<file path="src/rtl/acq_carrier_nco_if.sv">
// Control, configuration and phase-output bundle of the acquisition carrier NCO.
// master = sweep controller / sample source, slave = the NCO.
interface acq_carrier_nco_if #(
    parameter int ACC_WIDTH = 32,
    parameter int SEG_WIDTH = 12,
    parameter int BIN_WIDTH = 8
);
    logic                 start;
    logic                 abort;
    logic [ACC_WIDTH-1:0] freq_init;
    logic [ACC_WIDTH-1:0] freq_step;
    logic [SEG_WIDTH-1:0] seg_len;
    logic [BIN_WIDTH-1:0] bin_num;
    logic                 sample_valid;
    logic                 busy;
    logic [5:0]           phase;
    logic                 phase_valid;
    logic                 seg_last;
    logic [BIN_WIDTH-1:0] bin_index;
    logic                 sweep_done;

    modport master (
        output start, abort, freq_init, freq_step, seg_len, bin_num, sample_valid,
        input  busy, phase, phase_valid, seg_last, bin_index, sweep_done
    );

    modport slave (
        input  start, abort, freq_init, freq_step, seg_len, bin_num, sample_valid,
        output busy, phase, phase_valid, seg_last, bin_index, sweep_done
    );
endinterface

</file>
<file path="src/rtl/acq_carrier_nco.sv">
// Carrier NCO feeding the 64-entry sin/cos LUT: one 6-bit phase index per accepted
// sample, sweeping Doppler bins of seg_len samples each, bin_num bins per sweep.
module acq_carrier_nco #(
    parameter int ACC_WIDTH = 32,
    parameter int SEG_WIDTH = 12,
    parameter int BIN_WIDTH = 8
) (
    input  logic              clk,
    input  logic              rst,
    acq_carrier_nco_if.slave  nco
);
    typedef enum logic {IDLE, RUN} state_t;

    state_t               state, state_d;
    logic [ACC_WIDTH-1:0] acc, acc_d;
    logic [ACC_WIDTH-1:0] freq, freq_d;
    logic [ACC_WIDTH-1:0] step, step_d;
    logic [SEG_WIDTH-1:0] seg_max, seg_max_d;
    logic [BIN_WIDTH-1:0] bin_max, bin_max_d;
    logic [SEG_WIDTH-1:0] sample_cnt, sample_cnt_d;
    logic [BIN_WIDTH-1:0] bin, bin_d;

    logic                 busy_q, busy_d;
    logic [5:0]           phase_q, phase_d;
    logic                 pv_q, pv_d;
    logic                 seg_last_q, seg_last_d;
    logic [BIN_WIDTH-1:0] bin_idx_q, bin_idx_d;
    logic                 done_q, done_d;

    logic seg_end, bin_end;

    // Terminal counts are stored as len-1 mod 2^W, so a length of 0 means 2^W.
    assign seg_end = (sample_cnt == seg_max);
    assign bin_end = (bin == bin_max);

    always_comb begin
        state_d      = state;
        acc_d        = acc;
        freq_d       = freq;
        step_d       = step;
        seg_max_d    = seg_max;
        bin_max_d    = bin_max;
        sample_cnt_d = sample_cnt;
        bin_d        = bin;
        pv_d         = 1'b0;
        phase_d      = phase_q;
        seg_last_d   = seg_last_q;
        bin_idx_d    = bin_idx_q;
        done_d       = 1'b0;

        case (state)
            IDLE: begin
                if (nco.start && !nco.abort) begin
                    state_d      = RUN;
                    freq_d       = nco.freq_init;
                    step_d       = nco.freq_step;
                    seg_max_d    = nco.seg_len - SEG_WIDTH'(1);
                    bin_max_d    = nco.bin_num - BIN_WIDTH'(1);
                    acc_d        = '0;
                    sample_cnt_d = '0;
                    bin_d        = '0;
                end
            end
            RUN: begin
                if (nco.abort) begin
                    state_d = IDLE;
                end else if (nco.sample_valid) begin
                    // Index is the accumulator before this sample's add (truncated).
                    pv_d       = 1'b1;
                    phase_d    = acc[ACC_WIDTH-1 -: 6];
                    seg_last_d = seg_end;
                    bin_idx_d  = bin;
                    if (seg_end) begin
                        acc_d        = '0;
                        sample_cnt_d = '0;
                        freq_d       = freq + step;
                        if (bin_end) begin
                            state_d = IDLE;
                            done_d  = 1'b1;
                        end else begin
                            bin_d = bin + BIN_WIDTH'(1);
                        end
                    end else begin
                        acc_d        = acc + freq;
                        sample_cnt_d = sample_cnt + SEG_WIDTH'(1);
                    end
                end
            end
            default: state_d = IDLE;
        endcase

        busy_d = (state_d == RUN);
    end

    always_ff @(posedge clk) begin
        if (rst) begin
            state      <= IDLE;
            acc        <= '0;
            freq       <= '0;
            step       <= '0;
            seg_max    <= '0;
            bin_max    <= '0;
            sample_cnt <= '0;
            bin        <= '0;
            busy_q     <= 1'b0;
            phase_q    <= '0;
            pv_q       <= 1'b0;
            seg_last_q <= 1'b0;
            bin_idx_q  <= '0;
            done_q     <= 1'b0;
        end else begin
            state      <= state_d;
            acc        <= acc_d;
            freq       <= freq_d;
            step       <= step_d;
            seg_max    <= seg_max_d;
            bin_max    <= bin_max_d;
            sample_cnt <= sample_cnt_d;
            bin        <= bin_d;
            busy_q     <= busy_d;
            phase_q    <= phase_d;
            pv_q       <= pv_d;
            seg_last_q <= seg_last_d;
            bin_idx_q  <= bin_idx_d;
            done_q     <= done_d;
        end
    end

    assign nco.busy        = busy_q;
    assign nco.phase       = phase_q;
    assign nco.phase_valid = pv_q;
    assign nco.seg_last    = seg_last_q;
    assign nco.bin_index   = bin_idx_q;
    assign nco.sweep_done  = done_q;
endmodule

</file>
<file path="src/flat_wrapper.sv">
// flat-port wrapper written by rule: the top's interface ports become plain ports
module acq_carrier_nco_flat 
#(
    parameter int ACC_WIDTH = 32,
    parameter int SEG_WIDTH = 12,
    parameter int BIN_WIDTH = 8
)
  (clk, rst, nco_start, nco_abort, nco_freq_init, nco_freq_step, nco_seg_len, nco_bin_num, nco_sample_valid, nco_busy, nco_phase, nco_phase_valid, nco_seg_last, nco_bin_index, nco_sweep_done);
  acq_carrier_nco_if #(.ACC_WIDTH(ACC_WIDTH), .SEG_WIDTH(SEG_WIDTH), .BIN_WIDTH(BIN_WIDTH)) nco_i ();
  input  logic clk;
  input  logic rst;
  input wire logic [$bits(nco_i.start)-1:0] nco_start;
  input wire logic [$bits(nco_i.abort)-1:0] nco_abort;
  input wire logic [$bits(nco_i.freq_init)-1:0] nco_freq_init;
  input wire logic [$bits(nco_i.freq_step)-1:0] nco_freq_step;
  input wire logic [$bits(nco_i.seg_len)-1:0] nco_seg_len;
  input wire logic [$bits(nco_i.bin_num)-1:0] nco_bin_num;
  input wire logic [$bits(nco_i.sample_valid)-1:0] nco_sample_valid;
  output wire logic [$bits(nco_i.busy)-1:0] nco_busy;
  output wire logic [$bits(nco_i.phase)-1:0] nco_phase;
  output wire logic [$bits(nco_i.phase_valid)-1:0] nco_phase_valid;
  output wire logic [$bits(nco_i.seg_last)-1:0] nco_seg_last;
  output wire logic [$bits(nco_i.bin_index)-1:0] nco_bin_index;
  output wire logic [$bits(nco_i.sweep_done)-1:0] nco_sweep_done;
  assign nco_i.start = nco_start;
  assign nco_i.abort = nco_abort;
  assign nco_i.freq_init = nco_freq_init;
  assign nco_i.freq_step = nco_freq_step;
  assign nco_i.seg_len = nco_seg_len;
  assign nco_i.bin_num = nco_bin_num;
  assign nco_i.sample_valid = nco_sample_valid;
  assign nco_busy = nco_i.busy;
  assign nco_phase = nco_i.phase;
  assign nco_phase_valid = nco_i.phase_valid;
  assign nco_seg_last = nco_i.seg_last;
  assign nco_bin_index = nco_i.bin_index;
  assign nco_sweep_done = nco_i.sweep_done;
  acq_carrier_nco #(.ACC_WIDTH(ACC_WIDTH), .SEG_WIDTH(SEG_WIDTH), .BIN_WIDTH(BIN_WIDTH)) u_core (.clk(clk), .rst(rst), .nco(nco_i));
endmodule
</file>
<file path="config.mk">
export PLATFORM = sky130hd
export DESIGN_NAME = acq_carrier_nco_flat
export DESIGN_NICKNAME = d
export VERILOG_FILES = /design/src/rtl/acq_carrier_nco_if.sv /design/src/rtl/acq_carrier_nco.sv /design/src/flat_wrapper.sv
export SDC_FILE = /design/constraint.sdc
export NUM_CORES = 1
export LEC_CHECK = 0
export CORE_ASPECT_RATIO = 0.9
export CORE_MARGIN = 2
export CORE_UTILIZATION = 60
export CTS_CLUSTER_DIAMETER = 80
export DETAILED_ROUTE_END_ITERATION = 7
export GPL_TIMING_DRIVEN = 1
export PLACE_DENSITY_LB_ADDON = 0.3
export REMOVE_ABC_BUFFERS = 1
export SYNTH_ARGS = -nofsm -noshare
export SYNTH_HDL_FRONTEND = slang
export SYNTH_SLANG_ARGS = --single-unit
</file>
<file path="constraint.sdc">
create_clock -name clk -period 4.47 [get_ports clk]
set_input_delay 0.894 -clock clk [delete_from_list [all_inputs] [get_ports clk]]
set_output_delay 0.894 -clock clk [all_outputs]
set_load 0.005 [all_outputs]
</file>
==> flow_metrics.env, run 1 <==
export IMPL_required_ns=4.82
export IMPL_power_density_nw_per_um2=306.2
export IMPL_start_kind="flip-flop"
export IMPL_clkTransAtPathRegs_ns=0.07
export IMPL_fmax_mhz=307.7
export IMPL_drtAntennaViolNets=0
export IMPL_setup_tns_ns=0
export IMPL_cts_setup_buffers=0
export IMPL_avgSynthCellArea_um2=8.169
export IMPL_arrival_ns=3.60
export IMPL_numCtsBuffers=17
export IMPL_path_max_fanout=4
export IMPL_hold_viol_final=0
export IMPL_vias=8736
export IMPL_final_util_pct=72.45
export IMPL_fin_total_pwr_uw=3401
export IMPL_worst_slew_pin_slew_ns=1.171
export IMPL_netlist_area_um2=9387
export IMPL_num_rows=43
export IMPL_finalCriticalPeriod_ns=3.250
export IMPL_hpwlAfterDp_mm=17.13
export IMPL_ctsLongestPathBuffers=2
export IMPL_area_growth_pct=18.36
export IMPL_initial_core_util_pct=61.22
export IMPL_cts_hold_buf=0
export IMPL_r2r_start="u_core.freq[0]$_SDFFE_PP0P_"
export IMPL_maxCapViolCount=0
export IMPL_pin_count=107
export IMPL_first_iter_violations=711
export IMPL_grt_first_pass_wirelength_mm=39.30
export IMPL_design_area_um2=11110
export IMPL_ys_ff_latch=154
export IMPL_dpl_instance_area_um2=10530
export IMPL_place_congestion=0.9152
export IMPL_die_h_um=122.7
export IMPL_r2r_cells=11
export IMPL_tritoncts="yes"
export IMPL_post_cts_resized=0
export IMPL_drt_first_pass_iters=5
export IMPL_worstSetupEndpoint="u_core.freq[20]$_SDFFE_PP0P_"
export IMPL_grt_usage_pct=29.59
export IMPL_portBuffers=106
export IMPL_core_area_um2=15330
export IMPL_yosysWarnings=0
export IMPL_peakVddDrop_mv=0.4106
export IMPL_timing_hold_ws_ns=0.4551
export IMPL_die_x_um=135.8
export IMPL_holdCritPathClass="flip-flop to flip-flop"
export IMPL_synth_seq_area_share_pct=32.84
export IMPL_antenna_found_initial=0
export IMPL_clk_latency_ns=0.43
export IMPL_ys_types=76
export IMPL_die_area_um2=16660
export IMPL_synth_edff_count=0
export IMPL_drc=0
export IMPL_grt_pass1_vias=8050
export IMPL_crit_type="flip-flop to flip-flop"
export IMPL_synth_area_top_cells="dfxtp_1 33%, ha_1 8.8%, nand2_1 6.3%"
export IMPL_timing_final_crit_share_pct=72.71
export IMPL_status="complete, no violations"
export IMPL_finalSetupViolCount=0
export IMPL_wl_per_cell_um=16.71
export IMPL_rsz0062_at_grt="false"
export IMPL_drt_wl_total_mm=24.15
export IMPL_synth_top_cell_by_area="dfxtp_1"
export IMPL_cts_root_buf="clkbuf_16"
export IMPL_fin_skew_ns=0.007199
export IMPL_htree_levels=4
export IMPL_gr_total_overflow=0
export IMPL_slew_headroom_pct=21.64
export IMPL_cp_startpoint="u_core.freq[0]$_SDFFE_PP0P_"
export IMPL_via_per_inst=6.046
export IMPL_netlist_area_leader_share_pct=32.84
export IMPL_worst_r2r_setup_slack_ns=1.22
export IMPL_syn_inst=1149
export IMPL_ys_flop_type="dfxtp_1"
export IMPL_grt_max_degree=65
export IMPL_cts_sinks=154
export IMPL_num_antenna_cells=0
export IMPL_async_reset_ff_share_pct=0
export IMPL_leakagePower_uw=0.004446
export IMPL_critPathCaptureType="flip-flop"
export IMPL_r2r_end="u_core.freq[20]$_SDFFE_PP0P_"
export IMPL_drv_slew=0
export IMPL_layout_drive_gt1_share_pct=5.873
export IMPL_nNetsFinal=1387
[cell families after synthesis]
logic type      count (synthesis)  share of synthesized area [%]
buf+inv                        77                          3.612
flops                         154                          32.84
fa+ha+maj                      68                          9.224
xor+xnor                      100                          9.331
mux                            27                          2.893
compound gates                320                          22.85
simple gates                  403                          19.25
[critical path, stage by stage (launching register included)]
cell and delay [ns]:
dfxtp_1 0.33, ha_1 0.22, fa_1 0.43, a211oi_1 0.28
nor2_1 0.16, a211oi_2 0.41, o21ai_2 0.12, a311o_2 0.43
a31oi_2 0.28, xnor2_1 0.17, mux2i_1 0.10, a211oi_1 0.24
[flip-flops by register name, summed over array words and instances, names as in the netlist]
register / cells
u_core.bin: 8
u_core.bin_max: 8
u_core.freq: 32
u_core.step: 32
u_core.nco.phase_valid: 1
u_core.nco.phase: 6
u_core.nco.bin_index: 8
u_core.seg_max: 12
u_core.acc: 32
u_core.state: 1
u_core.sample_cnt: 12
u_core.nco.seg_last: 1
u_core.nco.sweep_done: 1
[how the worst min path moves through the flow]
stage	depth (start not counted)	to	from	slack, ns
4_1_cts	2	u_core.step[25]$_SDFFE_PP0P_	u_core.step[25]$_SDFFE_PP0P_	0.46
2_1_floorplan	2	u_core.acc[12]$_SDFFE_PP0P_	u_core.acc[12]$_SDFFE_PP0P_	0.43
3_3_place_gp	2	u_core.acc[19]$_SDFFE_PP0P_	u_core.acc[19]$_SDFFE_PP0P_	0.44
3_5_place_dp	2	u_core.acc[24]$_SDFFE_PP0P_	u_core.acc[24]$_SDFFE_PP0P_	0.45
5_1_grt	2	u_core.nco.bin_index[7]$_SDFFE_PP0P_	u_core.nco.bin_index[7]$_SDFFE_PP0P_	0.48
6_report	2	u_core.acc[24]$_SDFFE_PP0P_	u_core.acc[24]$_SDFFE_PP0P_	0.46
[power by group]
group	internal, µW	total (µW)	switching (µW)
combinational	228	501	273
clock	796	1430	637
sequential	1420	1470	45.2
[metal layers]
metal,track usage [%],vias to the layer above,routed length [µm]
li1,-,4308,-
met1,42.18,4082,11250
met2,46.46,306,10790
met3,4.957,40,1681
met4,8.008,0,432
met5,0,-,0
[synth_stat cells (4+ instances only)]
cell type / count
nand2b_1: 12
o21ai_0: 35
nor3b_1: 5
inv_1: 20
nand4_1: 15
buf_2: 4
a31oi_1: 5
mux2i_1: 26
or2_2: 5
nand3_1: 21
a21oi_1: 108
nand2_1: 157
nor4_1: 9
and3_1: 8
o31ai_1: 6
a22oi_1: 13
nor2_1: 117
a211oi_1: 51
nor3_1: 24
clkbuf_1: 41
xnor2_1: 59
a21o_1: 27
o21bai_1: 11
dfxtp_1: 154
or3_1: 9
ha_1: 66
xor2_1: 41
o211ai_1: 7
nor2b_1: 6
nand3b_1: 4
o21a_1: 6
buf_1: 8
[metrics by stage]
stage,std cells,worst slack [ns]
after CTS,1445,1.274
after floorplan,1092,-0.03965
final,1445,1.220
after global routing,1445,0.9895
after detailed placement,1413,0.9215
after global placement,1413,1.004
[cell usage in the layout (no fill, tap or decap), types with 11 or more instances in the layout]
cell,n
ha_1,66
a21o_1,27
nor3_1,24
a211oi_1,51
nand3_1,21
nand2_1,157
xnor2_1,59
buf_4,14
o21bai_1,11
nor2_1,117
nand4_1,15
dfxtp_1,153
inv_1,20
a21oi_1,108
clkdlybuf4s50_1,105
nand2b_1,12
mux2i_1,26
clkbuf_16,17
a22oi_1,13
o21ai_0,35
xor2_1,41
[area by class of cell]
cell class	instances	area (µm²)
Clock buffer	19	442.9
Fill cell	1230	4224
Multi-Input combinational cell	918	5966
Timing Repair Buffer	119	1156
Clock inverter	13	132.6
Tap cell	202	252.7
Sequential cell	154	3084
Inverter	20	75.07
Note: power is estimated with default switching activity, not from simulation.
==> run 2: changes to the inputs <==
Settings changed: CORE_UTILIZATION 60 to 57.
Clock period 4.47 ns to 3.13 ns, I/O delays scaled along.
==> flow_metrics.env, run 2 (same netlist as run 1, synthesis figures left out) <==
export IMPL_required_ns=3.47
export IMPL_rsz0062_at_grt="false"
export IMPL_drv_slew=0
export IMPL_design_area_um2=11280
export IMPL_leakagePower_uw=0.004514
export IMPL_largestRegisters="u_core.acc: 32 flops, u_core.freq: 32 flops, u_core.step: 32 flops"
export IMPL_intPower_uw=3647
export IMPL_finalCriticalPeriod_ns=2.986
export IMPL_nNetsFinal=1396
export IMPL_drt_wl_total_mm=24.45
export IMPL_switching_share_pct=27.47
export IMPL_finalSetupViolCount=0
export IMPL_switchingPower_uw=1381
export IMPL_setup_slack_ns=0.1443
export IMPL_worst_r2r_setup_slack_ns=0.14
export IMPL_path_cells="ha_1 > fa_2 > a211oi_2 > nor2_2 > a211oi_2 > o21ai_2 > a311o_2 > a31oi_4 > xnor2_1 > mux2i_1 > a211oi_1"
export IMPL_hold_viol_final=0
export IMPL_drc=0
export IMPL_slowest_delay_ns=0.43
export IMPL_setup_tns_ns=0
export IMPL_layout_drive_gt1_share_pct=7.268
export IMPL_num_rows=44
export IMPL_cts_hold_buf=0
export IMPL_peakVddDrop_mv=0.3705
export IMPL_portBuffers=106
export IMPL_status="complete, no violations"
export IMPL_grt_max_degree=54
export IMPL_gr_total_overflow=0
export IMPL_dpl_instance_area_um2=10590
export IMPL_critPathCaptureType="flip-flop"
export IMPL_pwr_share_comb_pct=14.4
export IMPL_die_h_um=125.7
export IMPL_grt_usage_pct=27.73
export IMPL_timing_hold_ws_ns=0.4561
export IMPL_r2r_start="u_core.freq[0]$_SDFFE_PP0P_"
export IMPL_holdCritPathClass="flip-flop to flip-flop"
export IMPL_path_max_fanout=3
export IMPL_place_ws_ns=0.1226
export IMPL_clkPwrFrac_pct=43.9
export IMPL_slowest_stage="a311o_2"
export IMPL_fin_skew_ns=0.009014
export IMPL_place_congestion=0.9304
export IMPL_slew_headroom_pct=27.56
export IMPL_drt_first_pass_iters=5
export IMPL_min_to="u_core.nco.phase[4]$_SDFFE_PP0P_"
export IMPL_cts_root_buf="clkbuf_16"
export IMPL_fmax_mhz=334.9
export IMPL_maxCapViolCount=0
export IMPL_arrival_ns=3.33
export IMPL_drtAntennaViolNets=0
export IMPL_crit_top_cell="a211oi_2"
export IMPL_die_area_um2=17510
export IMPL_num_antenna_cells=0
export IMPL_start_kind="flip-flop"
export IMPL_crit_type="flip-flop to flip-flop"
export IMPL_clk_latency_ns=0.43
export IMPL_pin_count=107
export IMPL_worst_slew_pin_slew_ns=1.083
export IMPL_grt_pass1_vias=8144
export IMPL_die_x_um=139.3
export IMPL_cts_sinks=154
export IMPL_via_per_inst=5.966
export IMPL_timing_final_crit_share_pct=95.39
export IMPL_tritoncts="yes"
export IMPL_area_growth_pct=20.15
export IMPL_hpwlAfterDp_mm=17.50
export IMPL_final_cell_mix="157 x nand2_1, 153 x dfxtp_1, 116 x nor2_1, 108 x a21oi_1, 105 x clkdlybuf4s50_1"
export IMPL_p_seq_share_pct=41.7
export IMPL_initial_core_util_pct=58.19
export IMPL_ctsLongestPathBuffers=2
export IMPL_wl_per_cell_um=16.76
export IMPL_power_density_nw_per_um2=445.8
export IMPL_r2r_cells=11
export IMPL_hold_path_depth=2
export IMPL_first_iter_violations=565
export IMPL_vias=8705
export IMPL_clkTransAtPathRegs_ns=0.07
export IMPL_htree_levels=4
export IMPL_final_common_cell="nand2_1"
export IMPL_core_area_um2=16130
export IMPL_antenna_found_initial=0
export IMPL_numCtsBuffers=17
export IMPL_hp_start="u_core.nco.phase[4]$_SDFFE_PP0P_"
export IMPL_r2r_end="u_core.freq[20]$_SDFFE_PP0P_"
export IMPL_grt_first_pass_wirelength_mm=39.87
## run 2: cell count changes in the layout (fill, tap and decap cells not counted), sizes merged
| cell | change |
|---|---|
| clkbuf | -2 |
| clkinvlp | -1 |
| buf | +9 |
| inv | +3 |
| bufinv | +2 |
| clkinv | -2 |
## run 2: metal layers
| metal | share of wire (%) | up-vias | track usage, % |
|---|---|---|---|
| met3 | 6.4 | 44 | 5.209 |
| met5 | 0 | - | 0 |
| met2 | 45 | 275 | 43.66 |
| li1 | - | 4318 | - |
| met1 | 47 | 4068 | 38.67 |
| met4 | 2.0 | 0 | 8.794 |
## run 2: cell type report
| cell class | count | area [µm²] |
|---|---|---|
| sequential | 154 | 3084 |
| clock buffer | 17 | 425.4 |
| multi-input combinational | 918 | 6011 |
| timing repair buffer | 128 | 1224 |
| inverter | 20 | 75.07 |
| fill | 1251 | 4852 |
| clock inverter | 15 | 200.2 |
| tap | 207 | 259.0 |
## run 2: worst max path at each step
stage	from	depth (start not counted)	slack, ns	end
finish	u_core.freq[0]$_SDFFE_PP0P_	11	0.14	u_core.freq[20]$_SDFFE_PP0P_
floorplan	u_core.state$_SDFF_PP0_	6	-1.38	u_core.freq[30]$_SDFFE_PP0P_
global route	u_core.freq[0]$_SDFFE_PP0P_	11	0.02	u_core.freq[20]$_SDFFE_PP0P_
detailed placement	u_core.freq[0]$_SDFFE_PP0P_	11	0.12	u_core.freq[20]$_SDFFE_PP0P_
global placement	u_core.freq[0]$_SDFFE_PP0P_	11	0.20	u_core.freq[24]$_SDFFE_PP0P_
CTS	u_core.freq[0]$_SDFFE_PP0P_	11	0.05	u_core.freq[20]$_SDFFE_PP0P_
## run 2: power by group through the flow
stage	sequential, µW	clock (µW)	combinational, µW
5_1_grt	2110	2300	793
2_1_floorplan	2120	0	431
3_5_place_dp	2140	0	704
4_1_cts	2100	2210	712
6_report	2100	2210	722
3_3_place_gp	2140	0	691
## run 2: metrics by stage
stage / util, % / std cells / power (µW)
6_report: 69.92 / 1459 / 5028
5_1_grt: 69.92 / 1459 / 5203
4_1_cts: 69.55 / 1457 / 5023
3_5_place_dp: 65.67 / 1425 / 2843
3_3_place_gp: 65.67 / 1425 / 2828
2_1_floorplan: - / 1092 / 2554
## run 2: critical path: cells and delay by family (launching register included)
family                     cells  cell delay [ns]
AOI/OAI and AO/OA              6             1.58
xor gates and xnor gates       1             0.15
adders and majority gates      2             0.61
DFF                            1             0.33
muxes                          1             0.09
and+or+nand+nor                1             0.12
## run 2: what timing repair did
action | CTS | global route
gates resized for setup | 0 | 9
setup endpoints to repair | 0 | 8
setup buffers | 0 | 2
==> run 3: changes to the inputs <==
--- a/config.mk
+++ b/config.mk
@@ -7,2 +7,3 @@
 export LEC_CHECK = 0
+export ABC_AREA = 0
 export CORE_ASPECT_RATIO = 0.9
==> constraint.sdc (replaced) <==
create_clock -name clk -period 3.13 [get_ports clk]
set_input_delay 0.313 -clock clk [delete_from_list [all_inputs] [get_ports clk]]
set_output_delay 0.313 -clock clk [all_outputs]
set_load 0.005 [all_outputs]
==> flow_metrics.env, run 3 (same netlist as run 1, synthesis figures left out) <==
export IMPL_status="complete, no violations"
export IMPL_path_max_fanout=3
export IMPL_worst_slew_pin_slew_ns=1.032
export IMPL_num_antenna_cells=0
export IMPL_p_seq_share_pct=42.9
export IMPL_vias=8643
export IMPL_maxCapViolCount=0
export IMPL_grt_max_degree=118
export IMPL_ctsLongestPathBuffers=2
export IMPL_layout_drive_gt1_share_pct=6.651
export IMPL_wl_per_cell_um=16.63
export IMPL_tritoncts="yes"
export IMPL_holdCritPathClass="input port to flip-flop"
export IMPL_clkTransAtPathRegs_ns=0.07
export IMPL_dpl_instance_area_um2=10580
export IMPL_drt_wl_total_mm=24.20
export IMPL_leakagePower_uw=0.004480
export IMPL_numCtsBuffers=17
export IMPL_num_rows=44
export IMPL_power_density_nw_per_um2=436.6
export IMPL_cts_root_buf="clkbuf_16"
export IMPL_fmax_mhz=329.1
export IMPL_timing_hold_ws_ns=0.2540
export IMPL_timing_final_crit_share_pct=97.07
export IMPL_clkPwrFrac_pct=42.4
export IMPL_nNetsFinal=1392
export IMPL_grt_first_pass_wirelength_mm=40.12
export IMPL_hp_start="rst"
export IMPL_first_iter_violations=561
export IMPL_finalCriticalPeriod_ns=3.038
export IMPL_fillers=1316
export IMPL_die_x_um=139.3
export IMPL_r2r_cells=11
export IMPL_intPower_uw=3520
export IMPL_hpwlAfterDp_mm=17.28
export IMPL_portBuffers=106
export IMPL_largestRegisters="u_core.acc: 32 flops, u_core.freq: 32 flops, u_core.step: 32 flops"
export IMPL_fin_skew_ns=0.008771
export IMPL_required_ns=3.47
export IMPL_grt_usage_pct=27.93
export IMPL_final_cell_mix="157 x nand2_1, 153 x dfxtp_1, 117 x nor2_1, 108 x a21oi_1, 105 x clkdlybuf4s50_1"
export IMPL_final_common_cell="nand2_1"
export IMPL_rsz0062_at_grt="true"
export IMPL_worst_r2r_setup_slack_ns=0.09
export IMPL_core_area_um2=16130
export IMPL_pin_count=107
export IMPL_drt_first_pass_iters=8
export IMPL_hold_path_depth=2
export IMPL_arrival_ns=3.38
export IMPL_switching_share_pct=28.03
export IMPL_clk_latency_ns=0.44
export IMPL_die_area_um2=17510
export IMPL_finalSetupViolCount=0
export IMPL_antenna_found_initial=0
export IMPL_gr_total_overflow=0
export IMPL_area_growth_pct=19.35
export IMPL_min_to="u_core.step[30]$_SDFFE_PP0P_"
export IMPL_pwr_share_comb_pct=14.7
export IMPL_slew_headroom_pct=30.93
export IMPL_cts_sinks=154
export IMPL_crit_type="flip-flop to flip-flop"
export IMPL_hold_viol_final=0
export IMPL_place_congestion=0.9385
export IMPL_die_h_um=125.7
export IMPL_htree_levels=4
export IMPL_grt_pass1_vias=8170
export IMPL_cts_hold_buf=0
export IMPL_initial_core_util_pct=58.19
export IMPL_drv_slew=0
export IMPL_start_kind="flip-flop"
export IMPL_switchingPower_uw=1371
export IMPL_r2r_end="u_core.freq[28]$_SDFFE_PP0P_"
export IMPL_critPathCaptureType="flip-flop"
export IMPL_peakVddDrop_mv=0.4126
export IMPL_drc=0
export IMPL_drtAntennaViolNets=0
export IMPL_r2r_start="u_core.freq[0]$_SDFFE_PP0P_"
export IMPL_design_area_um2=11200
export IMPL_via_per_inst=5.940
[run 3: layer usage]
| metal | track usage (%) | wire length (µm) | up-vias |
|---|---|---|---|
| li1 | - | - | 4312 |
| met1 | 38.60 | 11380 | 4017 |
| met2 | 44.95 | 10970 | 274 |
| met3 | 4.677 | 1408 | 40 |
| met4 | 8.675 | 442 | 0 |
| met5 | 0 | 0 | - |
[run 3: repair_timing]
action	CTS	global route
buffers inserted	0	1
pin swaps	0	1
endpoints found under the setup margin	1	6
gates resized for setup	1	4
[run 3: through the flow]
stage / cells / util, % / setup WS [ns] / total power, µW / setup TNS, ns
floorplan: 1092 / - / -1.380 / 2554 / -84.17
global placement: 1422 / 65.61 / 0.1953 / 2827 / 0
detailed placement: 1422 / 65.61 / 0.1018 / 2842 / 0
CTS: 1454 / 69.28 / 0.04971 / 4898 / 0
global route: 1455 / 69.45 / -0.04818 / 5079 / -0.05464
finish: 1455 / 69.45 / 0.09167 / 4891 / 0
[run 3: cell type report]
class	instances	area [µm²]	share of cell area, %
Inverter	20	75.07	0.6701
Multi-Input combinational cell	918	5992	53.48
Timing Repair Buffer	124	1206	10.77
Clock inverter	13	133.9	1.195
Clock buffer	19	452.9	4.043
Sequential cell	154	3084	27.53
Tap cell	207	259.0	2.312
[run 3: worst max-delay path by stage]
stage | from | endpoint | cells after the start
final | u_core.freq[0]$_SDFFE_PP0P_ | u_core.freq[28]$_SDFFE_PP0P_ | 11
after global routing | u_core.freq[0]$_SDFFE_PP0P_ | u_core.acc[30]$_SDFFE_PP0P_ | 12
after CTS | u_core.freq[0]$_SDFFE_PP0P_ | u_core.freq[28]$_SDFFE_PP0P_ | 11
after detailed placement | u_core.freq[0]$_SDFFE_PP0P_ | u_core.freq[28]$_SDFFE_PP0P_ | 11
after global placement | u_core.freq[0]$_SDFFE_PP0P_ | u_core.freq[28]$_SDFFE_PP0P_ | 11
after floorplan | u_core.state$_SDFF_PP0_ | u_core.freq[30]$_SDFFE_PP0P_ | 6
[run 3: power groups by stage]
stage                     Sequential [µW]  Combinational, µW  Clock [µW]
after global placement               2140                690           0
after floorplan                      2120                431           0
after detailed placement             2140                703           0
after global routing                 2100                795        2180
after CTS                            2100                711        2090
final                                2100                718        2080
[run 3: worst max-delay path, cell delays in order (launching register included)]
cell	delay, ns
dfxtp_1	0.34
ha_1	0.23
fa_2	0.40
a211oi_2	0.25
nor2_1	0.16
a211oi_2	0.30
o21ai_2	0.11
a311o_2	0.43
a31oi_4	0.22
o41ai_1	0.11
xnor2_1	0.14
a221oi_1	0.25
